[src/rtl/dht_pkg.sv]
// Shared types and helpers for the humidity/temperature sensor measurement scheduler.
package dht_pkg;

  typedef enum logic [2:0] {
    S_IDLE    = 3'd0,
    S_HOLDOFF = 3'd1,
    S_TRIG    = 3'd2,
    S_WAIT    = 3'd3,
    S_CHECK   = 3'd4
  } dht_state_e;

  typedef enum logic [1:0] {
    ST_NONE = 2'b00,
    ST_OK   = 2'b01,
    ST_CHK  = 2'b10,
    ST_TMO  = 2'b11
  } dht_stat_e;

  // Frame checksum: plain 8-bit wrapping sum of the four data bytes.
  function automatic logic [7:0] dht_chksum(input logic [7:0] h, input logic [7:0] hd,
                                            input logic [7:0] t, input logic [7:0] td);
    return h + hd + t + td;
  endfunction

  function automatic logic [1:0] dht_sat2(input logic [7:0] v);
    return (v > 8'd3) ? 2'd3 : v[1:0];
  endfunction

endpackage

[src/rtl/cyc_timer.sv]
// Loadable down-counter that stops at zero; zero flag is a direct decode of the count.
module cyc_timer #(
  parameter int unsigned          CNT_W   = 32,
  parameter logic [CNT_W-1:0]     RST_VAL = '0
) (
  input  logic             clk,
  input  logic             rst_n,
  input  logic             i_load,
  input  logic [CNT_W-1:0] i_value,
  input  logic             i_en,
  output logic             o_zero
);

  logic [CNT_W-1:0] r_cnt;

  always_ff @(posedge clk or negedge rst_n) begin
    if (!rst_n)
      r_cnt <= RST_VAL;
    else if (i_load)
      r_cnt <= i_value;
    else if (i_en && (r_cnt != '0))
      r_cnt <= r_cnt - CNT_W'(1);
  end

  assign o_zero = (r_cnt == '0);

endmodule

[src/rtl/dht_meas_sched.sv]
// Measurement scheduler for the one-wire sensor core: hold-off, trigger, timeout,
// checksum validation, automatic retry and last-good-sample storage.
module dht_meas_sched
  import dht_pkg::*;
#(
  parameter int unsigned MIN_GAP_CYC = 100_000_000,
  parameter int unsigned TIMEOUT_CYC = 1_000_000,
  parameter int unsigned MAX_RETRY   = 3,
  parameter int unsigned CNT_W       = 32
) (
  input  logic             clk,
  input  logic             reset,
  input  logic             start_i,
  input  logic             auto_en_i,
  input  logic [CNT_W-1:0] period_i,
  output logic             measure_o,
  input  logic             done_i,
  input  logic [7:0]       hum_i,
  input  logic [7:0]       humd_i,
  input  logic [7:0]       tem_i,
  input  logic [7:0]       temd_i,
  input  logic [7:0]       sum_i,
  output logic [7:0]       hum_o,
  output logic [7:0]       humd_o,
  output logic [7:0]       tem_o,
  output logic [7:0]       temd_o,
  output logic             valid_o,
  output logic             ready_o,
  output logic [1:0]       stat_o,
  output logic [1:0]       retries_o,
  output logic             evt_o
);

  localparam logic [CNT_W-1:0] GAP  = CNT_W'(MIN_GAP_CYC);
  localparam logic [CNT_W-1:0] TMO  = CNT_W'(TIMEOUT_CYC);
  localparam logic [7:0]       RMAX = 8'(MAX_RETRY);

  dht_state_e r_state, w_nxt;
  dht_stat_e  r_stat, w_fail_code;
  logic       r_pend, r_retry_act, r_auto_run, r_meas, r_evt, r_valid;
  logic [7:0] r_rcnt;
  logic [1:0] r_retries;
  logic [7:0] r_hum, r_humd, r_tem, r_temd, r_sum;
  logic [7:0] r_hum_o, r_humd_o, r_tem_o, r_temd_o;

  logic             w_gap_zero, w_tmo_zero, w_auto_zero;
  logic             w_gap_load, w_ok, w_fail, w_auto_tick, w_auto_load;
  logic [CNT_W-1:0] w_eff_period, w_auto_val;

  assign w_eff_period = (period_i < GAP) ? GAP : period_i;
  // Reload with period-1 so consecutive ticks are exactly one effective period apart.
  assign w_auto_tick  = auto_en_i && r_auto_run && w_auto_zero;
  assign w_auto_load  = !auto_en_i || !r_auto_run || w_auto_zero;
  assign w_auto_val   = auto_en_i ? (w_eff_period - CNT_W'(1)) : '0;

  cyc_timer #(.CNT_W(CNT_W), .RST_VAL(GAP)) u_gap (
    .clk(clk), .rst_n(reset), .i_load(w_gap_load), .i_value(GAP),
    .i_en(r_state == S_HOLDOFF), .o_zero(w_gap_zero));

  cyc_timer #(.CNT_W(CNT_W), .RST_VAL('0)) u_tmo (
    .clk(clk), .rst_n(reset), .i_load(r_state == S_TRIG), .i_value(TMO),
    .i_en(r_state == S_WAIT), .o_zero(w_tmo_zero));

  cyc_timer #(.CNT_W(CNT_W), .RST_VAL('0)) u_auto (
    .clk(clk), .rst_n(reset), .i_load(w_auto_load), .i_value(w_auto_val),
    .i_en(auto_en_i), .o_zero(w_auto_zero));

  always_ff @(posedge clk or negedge reset) begin
    if (!reset) r_state <= S_HOLDOFF;
    else        r_state <= w_nxt;
  end

  always_comb begin
    w_nxt       = r_state;
    w_gap_load  = 1'b0;
    w_ok        = 1'b0;
    w_fail      = 1'b0;
    w_fail_code = ST_TMO;
    case (r_state)
      S_IDLE:    if (r_pend) w_nxt = S_HOLDOFF;
      S_HOLDOFF: if (w_gap_zero) w_nxt = (r_pend || r_retry_act) ? S_TRIG : S_IDLE;
      S_TRIG:    w_nxt = S_WAIT;
      S_WAIT: begin
        if (done_i) begin
          w_nxt = S_CHECK;
        end else if (w_tmo_zero) begin
          w_fail     = 1'b1;
          w_gap_load = 1'b1;
          w_nxt      = S_HOLDOFF;
        end
      end
      S_CHECK: begin
        w_gap_load = 1'b1;
        w_nxt      = S_HOLDOFF;
        if (dht_chksum(r_hum, r_humd, r_tem, r_temd) == r_sum) begin
          w_ok = 1'b1;
        end else begin
          w_fail      = 1'b1;
          w_fail_code = ST_CHK;
        end
      end
      default:   w_nxt = S_HOLDOFF;
    endcase
  end

  always_ff @(posedge clk or negedge reset) begin
    if (!reset) begin
      r_pend      <= 1'b0;
      r_retry_act <= 1'b0;
      r_auto_run  <= 1'b0;
      r_meas      <= 1'b0;
      r_evt       <= 1'b0;
      r_valid     <= 1'b0;
      r_stat      <= ST_NONE;
      r_retries   <= '0;
      r_rcnt      <= '0;
      {r_hum, r_humd, r_tem, r_temd, r_sum} <= '0;
      {r_hum_o, r_humd_o, r_tem_o, r_temd_o} <= '0;
    end else begin
      r_meas     <= (w_nxt == S_TRIG);
      r_evt      <= 1'b0;
      r_auto_run <= auto_en_i;
      // Requests during an in-flight attempt fold into it; the CHECK cycle is not in-flight.
      if (r_state == S_TRIG)
        r_pend <= 1'b0;
      else if ((start_i || w_auto_tick) && (r_state != S_WAIT))
        r_pend <= 1'b1;
      if (r_state == S_TRIG)
        r_retry_act <= 1'b0;
      if ((r_state == S_WAIT) && done_i)
        {r_hum, r_humd, r_tem, r_temd, r_sum} <= {hum_i, humd_i, tem_i, temd_i, sum_i};
      if (w_ok) begin
        {r_hum_o, r_humd_o, r_tem_o, r_temd_o} <= {r_hum, r_humd, r_tem, r_temd};
        r_valid     <= 1'b1;
        r_stat      <= ST_OK;
        r_evt       <= 1'b1;
        r_retries   <= dht_sat2(r_rcnt);
        r_rcnt      <= '0;
        r_retry_act <= 1'b0;
      end else if (w_fail) begin
        r_stat <= w_fail_code;
        if (r_rcnt < RMAX) begin
          r_rcnt      <= r_rcnt + 8'd1;
          r_retry_act <= 1'b1;
        end else begin
          r_evt       <= 1'b1;
          r_retries   <= dht_sat2(r_rcnt);
          r_rcnt      <= '0;
          r_retry_act <= 1'b0;
        end
      end
    end
  end

  assign measure_o = r_meas;
  assign evt_o     = r_evt;
  assign valid_o   = r_valid;
  assign stat_o    = r_stat;
  assign retries_o = r_retries;
  assign ready_o   = (r_state == S_IDLE);
  assign hum_o     = r_hum_o;
  assign humd_o    = r_humd_o;
  assign tem_o     = r_tem_o;
  assign temd_o    = r_temd_o;

endmodule

[config.mk]
export PLATFORM = sky130hd
export DESIGN_NAME = dht_meas_sched
export DESIGN_NICKNAME = d
export VERILOG_FILES = /design/src/rtl/dht_pkg.sv /design/src/rtl/cyc_timer.sv /design/src/rtl/dht_meas_sched.sv
export SDC_FILE = /design/constraint.sdc
export NUM_CORES = 1
export LEC_CHECK = 0
export CAP_MARGIN = 20
export CORE_MARGIN = 1.5
export CORE_UTILIZATION = 38
export DETAILED_ROUTE_END_ITERATION = 10
export PLACE_DENSITY = 0.69
export SYNTH_ARGS = -nofsm -noshare
export SYNTH_HDL_FRONTEND = slang
export SYNTH_SLANG_ARGS = --single-unit
[constraint.sdc]
create_clock -name clk -period 6 [get_ports clk]
set_input_delay 0.9 -clock clk [delete_from_list [all_inputs] [get_ports clk]]
set_output_delay 0.9 -clock clk [all_outputs]
set_load 0.03 [all_outputs]
# Word level (Yosys, flattened, before mapping)
# Cells that the tools add are included.
# Widths: inputs -> output; s select.
[totals] register_bits=189 input_bits=77 output_inout_bits=40 wordCells=109
[op_classes] n_addsub=8 magnitude_cmp=3 n_eq_ne=8 mux=41 reduce_logical=27
[op_table] op="$mux 32" count=8
[op_table] op="$sub 32x1->32 const B" count=4
[op_table] op="$logic_not 32->1" count=3
[op_table] op="$reduce_bool 32->1" count=3
[op_table] op="$lt 32x27->1 const B" count=1
[op_table] op="$add 8x8->8" count=3
[op_table] op="$mux 8" count=3
[op_table] op="$mux 1" count=16
[op_table] op="$mux 2" count=7
[op_table] op="$mux 3" count=4
[op_table] op="$pmux 3 s4" count=1
[op_table] op="$reduce_bool 2->1" count=5
[op_table] op="$eq 3x2->1 const B" count=3
[op_table] op="$add 8x1->8 const B" count=1
[op_table] op="$eq 8x8->1" count=1
[op_table] op="$gt 8x2->1 const B" count=1
[op_table] op="$lt 8x2->1 const B" count=1
[op_table] op="$logic_and 1x1->1" count=7
[op_table] op="$logic_or 1x1->1" count=4
[op_table] op="$pmux 1 s2" count=2
[op_table] op="$eq 3x1->1 const B" count=1
[op_table] op="$eq 3x3->1 const B" count=1
[op_table] op="$logic_not 3->1" count=1
[op_table] op="$ne 3x2->1 const B" count=1
[op_table] op="4 further kinds" count=5

# Longest topological paths before layout
# Gate-level depths: netlist of the first run.
[depth] word_depth=8 depth_mapped=15

# Hierarchy
# A second synthesis of the first run with hierarchy kept.
[hier_totals] hier_cells=1224 hier_area_um2=11353.4
[modules_own_cells] mod="dht_meas_sched" n_inst=1 cells_per_inst=522 area_per_inst_um2=5137.4 seq_area_each_um2=2328.5
[modules_own_cells] mod="cyc_timer (u_auto ...)" n_inst=2 cells_per_inst=234 area_per_inst_um2=2067.0 seq_area_each_um2=800.8
[modules_own_cells] mod="cyc_timer (u_gap)" n_inst=1 cells_per_inst=234 area_per_inst_um2=2082.0 seq_area_each_um2=815.8

# Worst setup path after synthesis of the first run
# OpenSTA, ideal clock, no wires.
[synth_timing] kind="reg2reg" start="register r_hum[1]" end="register r_hum_o[6], in the netlist hum_o[6]" setup_time_ps=125 arrival_time_ps=3854 path_slack_ps=2022 stages_incl_launch_ff=14 cell_sequence="dfrtp_1 > fa_1 > inv_1 > fa_1 > inv_1 > ha_1 > fa_1 > xor2_1 > a2111oi_0 > o2111ai_1 > nor4_1 > buf_2 > buf_2 > mux2_2"
[synth_via] elab_chain_len=6
[synth_rtl] item="start, declared" line="dht_meas_sched.sv:43" text="logic [7:0] r_hum, r_humd, r_tem, r_temd, r_sum;"
[synth_rtl] item="start signal, assigned" line="dht_meas_sched.sv:131" text="{r_hum, r_humd, r_tem, r_temd, r_sum} <= {hum_i, humd_i, tem_i, temd_i, sum_i};"
[synth_rtl] item="$add 8x8->8 (3 in a row)" line="dht_pkg.sv:22" text="return h + hd + t + td;"
[synth_rtl] item="$eq 8x8->1" line="dht_meas_sched.sv:95" text="if (dht_chksum(r_hum, r_humd, r_tem, r_temd) == r_sum) begin"
[synth_rtl] item="$mux 1" line="dht_meas_sched.sv:95"
[synth_rtl] item="$mux 1" line="dht_meas_sched.sv:79" text="case (r_state)"
[synth_rtl] item="end signal, assigned" line="dht_meas_sched.sv:133" text="{r_hum_o, r_humd_o, r_tem_o, r_temd_o} <= {r_hum, r_humd, r_tem, r_temd};"
[synth_rtl] item="end, declared" line="dht_meas_sched.sv:44" text="logic [7:0] r_hum_o, r_humd_o, r_tem_o, r_temd_o;"
# Every way passes these cells.
# A chain may end at the register's enable or synchronous reset.

# Final worst setup path of the first run
[layout_timing] start="register r_hum[1]" end="register r_temd_o[6], in the netlist temd_o[6]"
[layout_via] elab_chain_len=6
[layout_rtl] item="$add 8x8->8 (3 in a row)" line="dht_pkg.sv:22"
[layout_rtl] item="$eq 8x8->1" line="dht_meas_sched.sv:95"
[layout_rtl] item="$mux 1" line="dht_meas_sched.sv:95"
[layout_rtl] item="$mux 1" line="dht_meas_sched.sv:79"
[layout_rtl] item="end signal, assigned" line="dht_meas_sched.sv:133"
[layout_rtl] item="end, declared" line="dht_meas_sched.sv:44"
# Every way passes these cells.

==> results of run 1 <==
## final timing paths
path	start	endpoint	depth (start not counted)
min	reset	u_auto.r_cnt[8]	1
max	r_hum[1]	temd_o[6]	13
min in group clk	valid_o	valid_o	1
max in group asynchronous	reset	humd_o[7]	2
min reg2reg	valid_o	valid_o	1
max reg2reg	r_hum[1]	temd_o[6]	13
## layout make-up
type / count / area [µm²]
Tap cell: 330 / 412.9
Inverter: 24 / 90.09
Clock buffer: 17 / 425.4
Multi-Input combinational cell: 677 / 4803
Fill cell: 2312 / 13260
Sequential cell: 189 / 4746
Clock inverter: 15 / 201.4
Timing Repair Buffer: 127 / 1247
## per-stage QoR
stage                     std cells  area, µm²  utilization (%)  total power [µW]
final                          1379      11930            47.36              3324
after global routing           1379      11930            47.36              3517
after floorplan                 922       9772                -              1942
after CTS                      1379      11930            47.36              3355
after global placement         1347      11300            44.87              2147
after detailed placement       1347      11300            44.87              2165
## cells by family (layout without fill, tap and decap cells)
kind of cell | count (synthesis) | in the layout | synth area share [%]
and+or+nand+nor | 353 | 353 | 18.99
DFF | 189 | 189 | 48.57
AOI/OAI and AO/OA | 123 | 123 | 8.195
xor gates and xnor gates | 107 | 107 | 9.590
muxes | 67 | 67 | 7.721
buffers and inverters | 56 | 183 | 2.407
adders and majority gates | 27 | 27 | 4.533
## sequential cells by signal (all words and copies together) (netlist names), 2 cells and up
register,count
hum_o,8
humd_o,8
r_hum,8
r_humd,8
r_rcnt,8
r_state,3
r_sum,8
r_tem,8
r_temd,8
retries_o,2
stat_o,2
tem_o,8
temd_o,8
u_auto.r_cnt,32
u_gap.r_cnt,32
u_tmo.r_cnt,32
## placed cells by master, fill, tap and decap left out, types with 7 or more instances in the layout
cell type / count
dfrtp_1: 176
clkdlybuf4s50_1: 115
nor2_1: 95
xnor2_1: 71
nand2_1: 68
mux2_2: 67
nor3_1: 48
o21ai_0: 37
xor2_1: 36
o22ai_1: 26
nand3_1: 25
inv_1: 24
nor4_1: 19
a21oi_1: 17
clkbuf_16: 17
or3_1: 14
fa_1: 14
or4_1: 13
ha_1: 13
dfstp_2: 13
buf_4: 11
nand2b_1: 10
nand3b_1: 10
nand4_1: 7
and2_1: 7
## power breakdown
part           total, µW  switching, µW  internal, µW  leakage (µW)
Combinational        677            355           322       0.00231
Clock               1190            546           639      0.000306
Sequential          1460           90.6          1370       0.00240
## metal layers
layer  track usage, %  wire [µm]  part of all wire (%)
met5                0          0                     0
met4            6.047        452                   2.1
met3            3.352        881                   4.1
met2            25.48       9724                    46
met1            24.16      10270                    48
==> impl_results.md, run 1 <==
- Core region area: 25180 µm²
- Slew @ Worst Pin: 942.1 ps
- CP cell instances: fa_1 > inv_1 > fa_1 > inv_1 > ha_1 > fa_1 > a21o_1 > a21oi_1 > o21ai_0 > xnor2_1 > nor4_2 > buf_4 > mux2_2
- Pwr/cell area: 278.7 nW/µm²
- Post-synth ARST share: 100.0%
- Post-DR vias/cell: 5.220
- Synth unique cells: 65
- Routed len/inst: 15.47 µm
- CP Capture Type: flop
- Max Cap Viol: 0
- DR pass1 iterations: 5
- Initial antenna violation count: 0
- Syn_area_per_cell: 10.60 µm²
- Ys flop type: dfrtp_1
- Tcrit/Tclk final: 69.51%
- Die area: 26690 µm²
- Gpl congestion: 0.8464
- Post-cts resize count: 0
- Most frequent cell after synthesis: dfrtp_1
- Ys Warns: 0
- Ports: 117
- Slowest cell on the critical path: fa_1
- Gr usage total: 16.94%
- Syn Inst Count: 922
- Via count: 7199
- Run status: completed
- Cell Rows: 58
- Final Hold Fails: 0
- Post-route ant nets: 0
- Synth top area cells: dfrtp_1 45%, mux2_2 7.7%, xnor2_1 6.4%
- Root Driver: clkbuf_16
- Setup TNS: 0 ps
- CTS H-tree depth: 4
- Drt drc: 0
- Worst vdd ir: 176.4 µV
- Die Wd: 163.4 µm
- Share of layout cells above drive strength 1: 13.63%
- Final Skew: 17.63 ps
- CP Launch Type: flop
- Synth cell count leaders: 176 x dfrtp_1, 95 x nor2_1, 71 x xnor2_1, 68 x nand2_1, 67 x mux2_2
- Starting Density: 38.81%
- Worst EP arrival: 4490 ps
- Sequential share of the synthesized area: 48.57%
- # hold bufs at CTS: 0
- Pre-CTS setup slack: 1625 ps
- Crit path time final: 4171 ps
- Clock sinks: 189
- Critical Path Max Stage Delay: 540 ps
- Post-synth top area cell: dfrtp_1
- Clk Latency, worst-skew pair: 440 ps
- Grt ovf: 0
- RSZ-0062 raised after global routing: no
- CTS tree: done
- Leakage dissipation: 0.005015 µW
- Chip height: 163.4 µm
- Critical Path RT: 6320 ps
- Drt total wl: 21330 µm
- DRT iter0 DRCs: 381
- Post-detail-place hpwl: 15100 µm
- Share of the synthesized area in the top cell type: 45.07%
- Netlist Area Pre-Place: 9772 µm²
- Syn nets: 1026
- CP dominant cell by count: fa_1
- Clock Path Buffers: 2
- Number of global-route vias before repair: 7241
- Crit path max fanout: 26
- Fmax: 239.8 MHz
- R2R Setup Slk: 1830 ps
- Worst min-delay path class: in2async
- Critical path type: reg2reg
- Final Max Slew Viols: 0
- CP bufs+invs: 3
- Cell family with most CP delay: adder cells
- Antenna fix cells: 0
- Rel. slew slack: 36.34%
- Setup bufs post-CTS: 0
- Post-synth EDFFs: 0
- Nets: 1140
- # port buffers: 116
- Area Growth Syn to Fin: 22.05%
- Largest net degree at the start of global routing: 67
- Global-route wire length before repair: 36110 µm
- Minimum hold slack: 443.1 ps
- Clock slew at the register clock pins of the worst setup and hold paths: 70 ps
- Worst setup margin: 1829 ps
- Final setup violation count: 0
- Total CTS buffers: 17
- FF+latch count, synth: 189
Note: power is estimated with default switching activity, not from simulation.
==> run 2, diff against run 1 <==
==> constraint.sdc (replaced) <==
create_clock -name clk -period 4.29 [get_ports clk]
set_input_delay 0.6435 -clock clk [delete_from_list [all_inputs] [get_ports clk]]
set_output_delay 0.6435 -clock clk [all_outputs]
set_load 0.03 [all_outputs]
==> impl_results.md, run 2 (same netlist as run 1, synthesis figures left out) <==
- Die area: 26690 µm²
- Critical Path Max Stage Delay: 550 ps
- Post-cts resize count: 0
- Grt ovf: 0
- CP cell instances: fa_1 > inv_1 > fa_1 > inv_1 > ha_1 > fa_1 > xor2_1 > a2111oi_0 > o2111ai_1 > nor4_4 > buf_4 > mux2_2
- Post-DR vias/cell: 5.203
- Routed len/inst: 15.77 µm
- Inst Count DP: 1354
- Drt drc: 0
- CTS H-tree depth: 4
- Register area: 4746 µm²
- Slowest cell on the critical path: fa_1
- Global-route wire length before repair: 36980 µm
- Gpl congestion: 0.8451
- Worst EP arrival: 4370 ps
- Via count: 7211
- Number of global-route vias before repair: 7357
- CTS tree: done
- DRT iter0 DRCs: 432
- Leakage dissipation: 0.005044 µW
- Commonest non-fill, non-tap cells in the layout: 176 x dfrtp_1, 115 x clkdlybuf4s50_1, 95 x nor2_1
- Final Skew: 15.81 ps
- Post-detail-place hpwl: 15570 µm
- CP Capture Type: flop
- Crit path max fanout: 15
- Slew @ Worst Pin: 928.4 ps
- Critical Path RT: 4620 ps
- Post-route ant nets: 0
- Final setup violation count: 0
- Pwr/cell area: 384.7 nW/µm²
- DR pass1 iterations: 5
- # fillers: 2297
- Core region area: 25180 µm²
- Biggest regs: u_auto.r_cnt (32), u_gap.r_cnt (32), u_tmo.r_cnt (32)
- RSZ-0062 raised after global routing: no
- Clock sinks: 189
- Total CTS buffers: 17
- Largest net degree at the start of global routing: 112
- Share of layout cells above drive strength 1: 14.20%
- Multi-input gate area in the final layout: 4812 µm²
- Clock slew at the register clock pins of the worst setup and hold paths: 80 ps
- Run status: completed
- Antenna fix cells: 0
- Gr usage total: 17.37%
- Crit path time final: 4045 ps
- Starting Density: 38.81%
- Drt total wl: 21860 µm
- Non-filler cells, final: 1386
- Ports: 117
- # port buffers: 116
- CP Launch Type: flop
- Final Max Slew Viols: 0
- Rel. slew slack: 38.11%
- Max Cap Viol: 0
- Root Driver: clkbuf_16
- Area Growth Syn to Fin: 22.61%
- Critical path type: reg2reg
- Initial antenna violation count: 0
- Die Wd: 163.4 µm
- Clk Latency, worst-skew pair: 440 ps
- Setup bufs post-CTS: 0
- CP dominant cell by count: fa_1
- Fmax: 247.2 MHz
- Final Hold Fails: 0
- Setup TNS: 0 ps
- Tcrit/Tclk final: 94.29%
- Chip height: 163.4 µm
- Nets: 1147
- Most common cell after layout, fill and taps aside: dfrtp_1
- # hold bufs at CTS: 0
- Clock Path Buffers: 2
- Worst min-delay path class: in2async
- Worst vdd ir: 221.7 µV
- Cell Rows: 58
## run 2: cell types whose count changed in the layout (fill, tap and decap cells not counted), moves of 2 or more
cell       change
clkinv_4       -2
buf_4          +6
bufinv_16      -2
clkinv_8       +2
## run 2: final timing paths
kind                           from         endpoint  slack, ps  cells after the start
min                           reset  u_auto.r_cnt[8]        280                      1
max                        r_hum[1]         tem_o[1]        240                     12
min in group clk            valid_o          valid_o        490                      1
min reg2reg                 valid_o          valid_o        490                      1
max reg2reg                r_hum[1]         tem_o[1]        240                     12
max in group asynchronous     reset       r_state[0]       3030                      2
## run 2: metal layers
layer	vias to the layer above	GRT usage [%]	share of wire (%)
li1	3497	-	-
met3	23	2.844	3.0
met4	0	5.755	1.5
met2	133	27.20	47
met1	3558	24.43	49
met5	-	0	0
## run 2: report_power, final
group / internal [µW] / switching (µW)
logic: 458 / 508
clock network: 795 / 803
registers: 1920 / 127
total: 3170 / 1440
## run 2: area by class of cell
cell class	instances	share of cell area (%)
well taps	330	3.446
clock inverters	15	1.525
clock buffers	17	3.551
repair buffers	134	10.95
flip-flops and latches	189	39.61
multi-input cells	677	40.16
inverters	24	0.7519
## run 2: critical path, delay by kind of cell, from the launching register on
family          cells  cell delay [ps]
simple gates        1              270
flops               1              410
xor+xnor            1              170
fa+ha+maj           4             1720
buf+inv             3              410
compound gates      2              590
mux                 1              370
## run 2: per-stage QoR
stage | util [%] | total power [µW] | hold slack, ps | worst slack (ps) | instance area (µm²)
2_1_floorplan | - | 2716 | 347.9 | 311.6 | 9772
3_3_place_gp | 45.13 | 3004 | 470.1 | 247.8 | 11360
3_5_place_dp | 45.13 | 3024 | 458.0 | 161.9 | 11360
4_1_cts | 47.55 | 4647 | 342.5 | 146.7 | 11970
5_1_grt | 47.58 | 4876 | 371.1 | 58.70 | 11980
6_report | 47.58 | 4609 | 275.5 | 244.8 | 11980
==> run 3, diff against run 2 <==
--- a/config.mk
+++ b/config.mk
@@ -6,7 +6,6 @@
 export NUM_CORES = 1
 export LEC_CHECK = 0
 export CAP_MARGIN = 20
-export CORE_MARGIN = 1.5
 export CORE_UTILIZATION = 38
 export DETAILED_ROUTE_END_ITERATION = 10
 export PLACE_DENSITY = 0.69
==> impl_results.md, run 3 (same netlist as run 1, synthesis figures left out) <==
- Switching pwr: 1464 µW
- Drt total wl: 21510 µm
- Die Wd: 162.4 µm
- Gr usage total: 17.35%
- DP Area: 11380 µm²
- # hold bufs at CTS: 0
- Die area: 26360 µm²
- Drt drc: 0
- Clock slew at the register clock pins of the worst setup and hold paths: 80 ps
- Clock sinks: 189
- Biggest regs: u_auto.r_cnt (32), u_gap.r_cnt (32), u_tmo.r_cnt (32)
- Pre-CTS setup slack: 176.2 ps
- R2R depth: 14
- Total CTS buffers: 17
- Slew @ Worst Pin: 922.1 ps
- Crit path time final: 4119 ps
- Final Max Slew Viols: 0
- Final instance area: 12050 µm²
- Register share of total power: 44.1%
- CTS H-tree depth: 4
- Combinational Power Share: 21.3%
- Crit path max fanout: 7
- Global-route wire length before repair: 36800 µm
- Starting Density: 38.81%
- Cell Rows: 58
- Worst vdd ir: 205.6 µV
- Gpl congestion: 0.8434
- Routed len/inst: 15.47 µm
- Clock Power Share: 34.6%
- Ports: 117
- CTS tree: done
- Nets: 1151
- Worst setup margin: 171.3 ps
- Rel. slew slack: 38.38%
- Post-route ant nets: 0
- Grt ovf: 0
- Share of layout cells above drive strength 1: 14.62%
- Largest net degree at the start of global routing: 115
- Initial antenna violation count: 0
- Inst Count DP: 1355
- Fmax: 242.8 MHz
- Final Skew: 16.07 ps
- Post-DR vias/cell: 5.163
- Run status: completed
- CP Launch Type: flop
- Worst EP arrival: 4450 ps
- Clock Path Buffers: 2
- DRT iter0 DRCs: 433
- Leakage dissipation: 0.005081 µW
- Max Cap Viol: 0
- Final setup violation count: 0
- Int Power: 3176 µW
- Antenna fix cells: 0
- Via count: 7177
- Commonest non-fill, non-tap cells in the layout: 176 x dfrtp_1, 115 x clkdlybuf4s50_1, 95 x nor2_1
- Util after Layout: 47.86%
- # port buffers: 116
- CP Capture Type: flop
- Clk Latency, worst-skew pair: 440 ps
- Tcrit/Tclk final: 96.01%
- Pwr/cell area: 385.0 nW/µm²
- Root Driver: clkbuf_16
- Most common cell after layout, fill and taps aside: dfrtp_1
- Core region area: 25180 µm²
- Worst min-delay path class: in2async
- DR pass1 iterations: 4
- Non-filler cells, final: 1390
- Final Hold Fails: 0
- Pwr Total: 4640 µW
- Chip height: 162.4 µm
- Critical path type: reg2reg
- Critical Path RT: 4620 ps
- Area Growth Syn to Fin: 23.34%
- Sw Ratio: 31.55%
- Post-detail-place hpwl: 15170 µm
- Number of global-route vias before repair: 7237
## run 3: changes by cell type in the layout (fill, tap and decap cells not counted), sizes merged
cell	previous run	this run
clkinvlp	1	0
inv	32	31
buf	18	21
clkbuf	18	19
clkinv	6	8
## run 3: repair_timing
action,4_1_cts,5_1_grt
resized for setup,0,3
endpoints found under the setup margin,0,14
buffers inserted,0,2
hold endpoints to repair,0,0
## run 3: metrics by stage
stage               hold WS (ps)  setup TNS [ps]
finish                     216.6               0
global placement           470.8               0
global route               264.6          -411.6
CTS                        239.8               0
floorplan                  347.9               0
detailed placement         464.6               0
## run 3: power by group through the flow
stage / clock [µW] / sequential (µW) / combinational, µW
after global routing: 1710 / 2070 / 1110
after floorplan: 0 / 2050 / 666
after CTS: 1640 / 2040 / 956
final: 1610 / 2050 / 989
after detailed placement: 0 / 2080 / 949
after global placement: 0 / 2070 / 930
## run 3: worst max-delay path: stages (launching register included)
cell and delay (ps):
dfrtp_1 420, fa_1 540, inv_1 50, fa_1 500, inv_1 40, ha_1 220, fa_1 450, xor2_1 190
a2111oi_2 280, o2111ai_1 250, nor4_4 280, buf_4 190, buf_4 110, buf_4 150, mux2_2 340
## run 3: path summary, 6_finish.rpt
| kind | slack [ps] | start | to |
|---|---|---|---|
| max in group asynchronous | 3060 | reset | u_auto.r_cnt[4] |
| hold / removal | 220 | reset | hum_o[0] |
| min in group clk | 490 | r_rcnt[6] | r_rcnt[6] |
| setup reg to reg | 170 | r_hum[1] | temd_o[7] |
| setup / recovery | 170 | r_hum[1] | temd_o[7] |
| hold reg to reg | 490 | r_rcnt[6] | r_rcnt[6] |
## run 3: layout make-up
cell class	count	area (µm²)
clock buffer	17	425.4
clock inverter	15	187.7
tap	330	412.9
timing repair buffer	138	1373
inverter	24	90.09
multi-input combinational	677	4818
fill	2316	13130
sequential	189	4746
## run 3: layer usage
layer | share of wire, % | global-route usage, % | vias to the layer above
met1 | 49 | 25.00 | 3533
li1 | - | - | 3524
met5 | 0 | 0 | -
met4 | 1.0 | 5.532 | 0
met2 | 47 | 26.77 | 102
met3 | 2.8 | 2.597 | 18
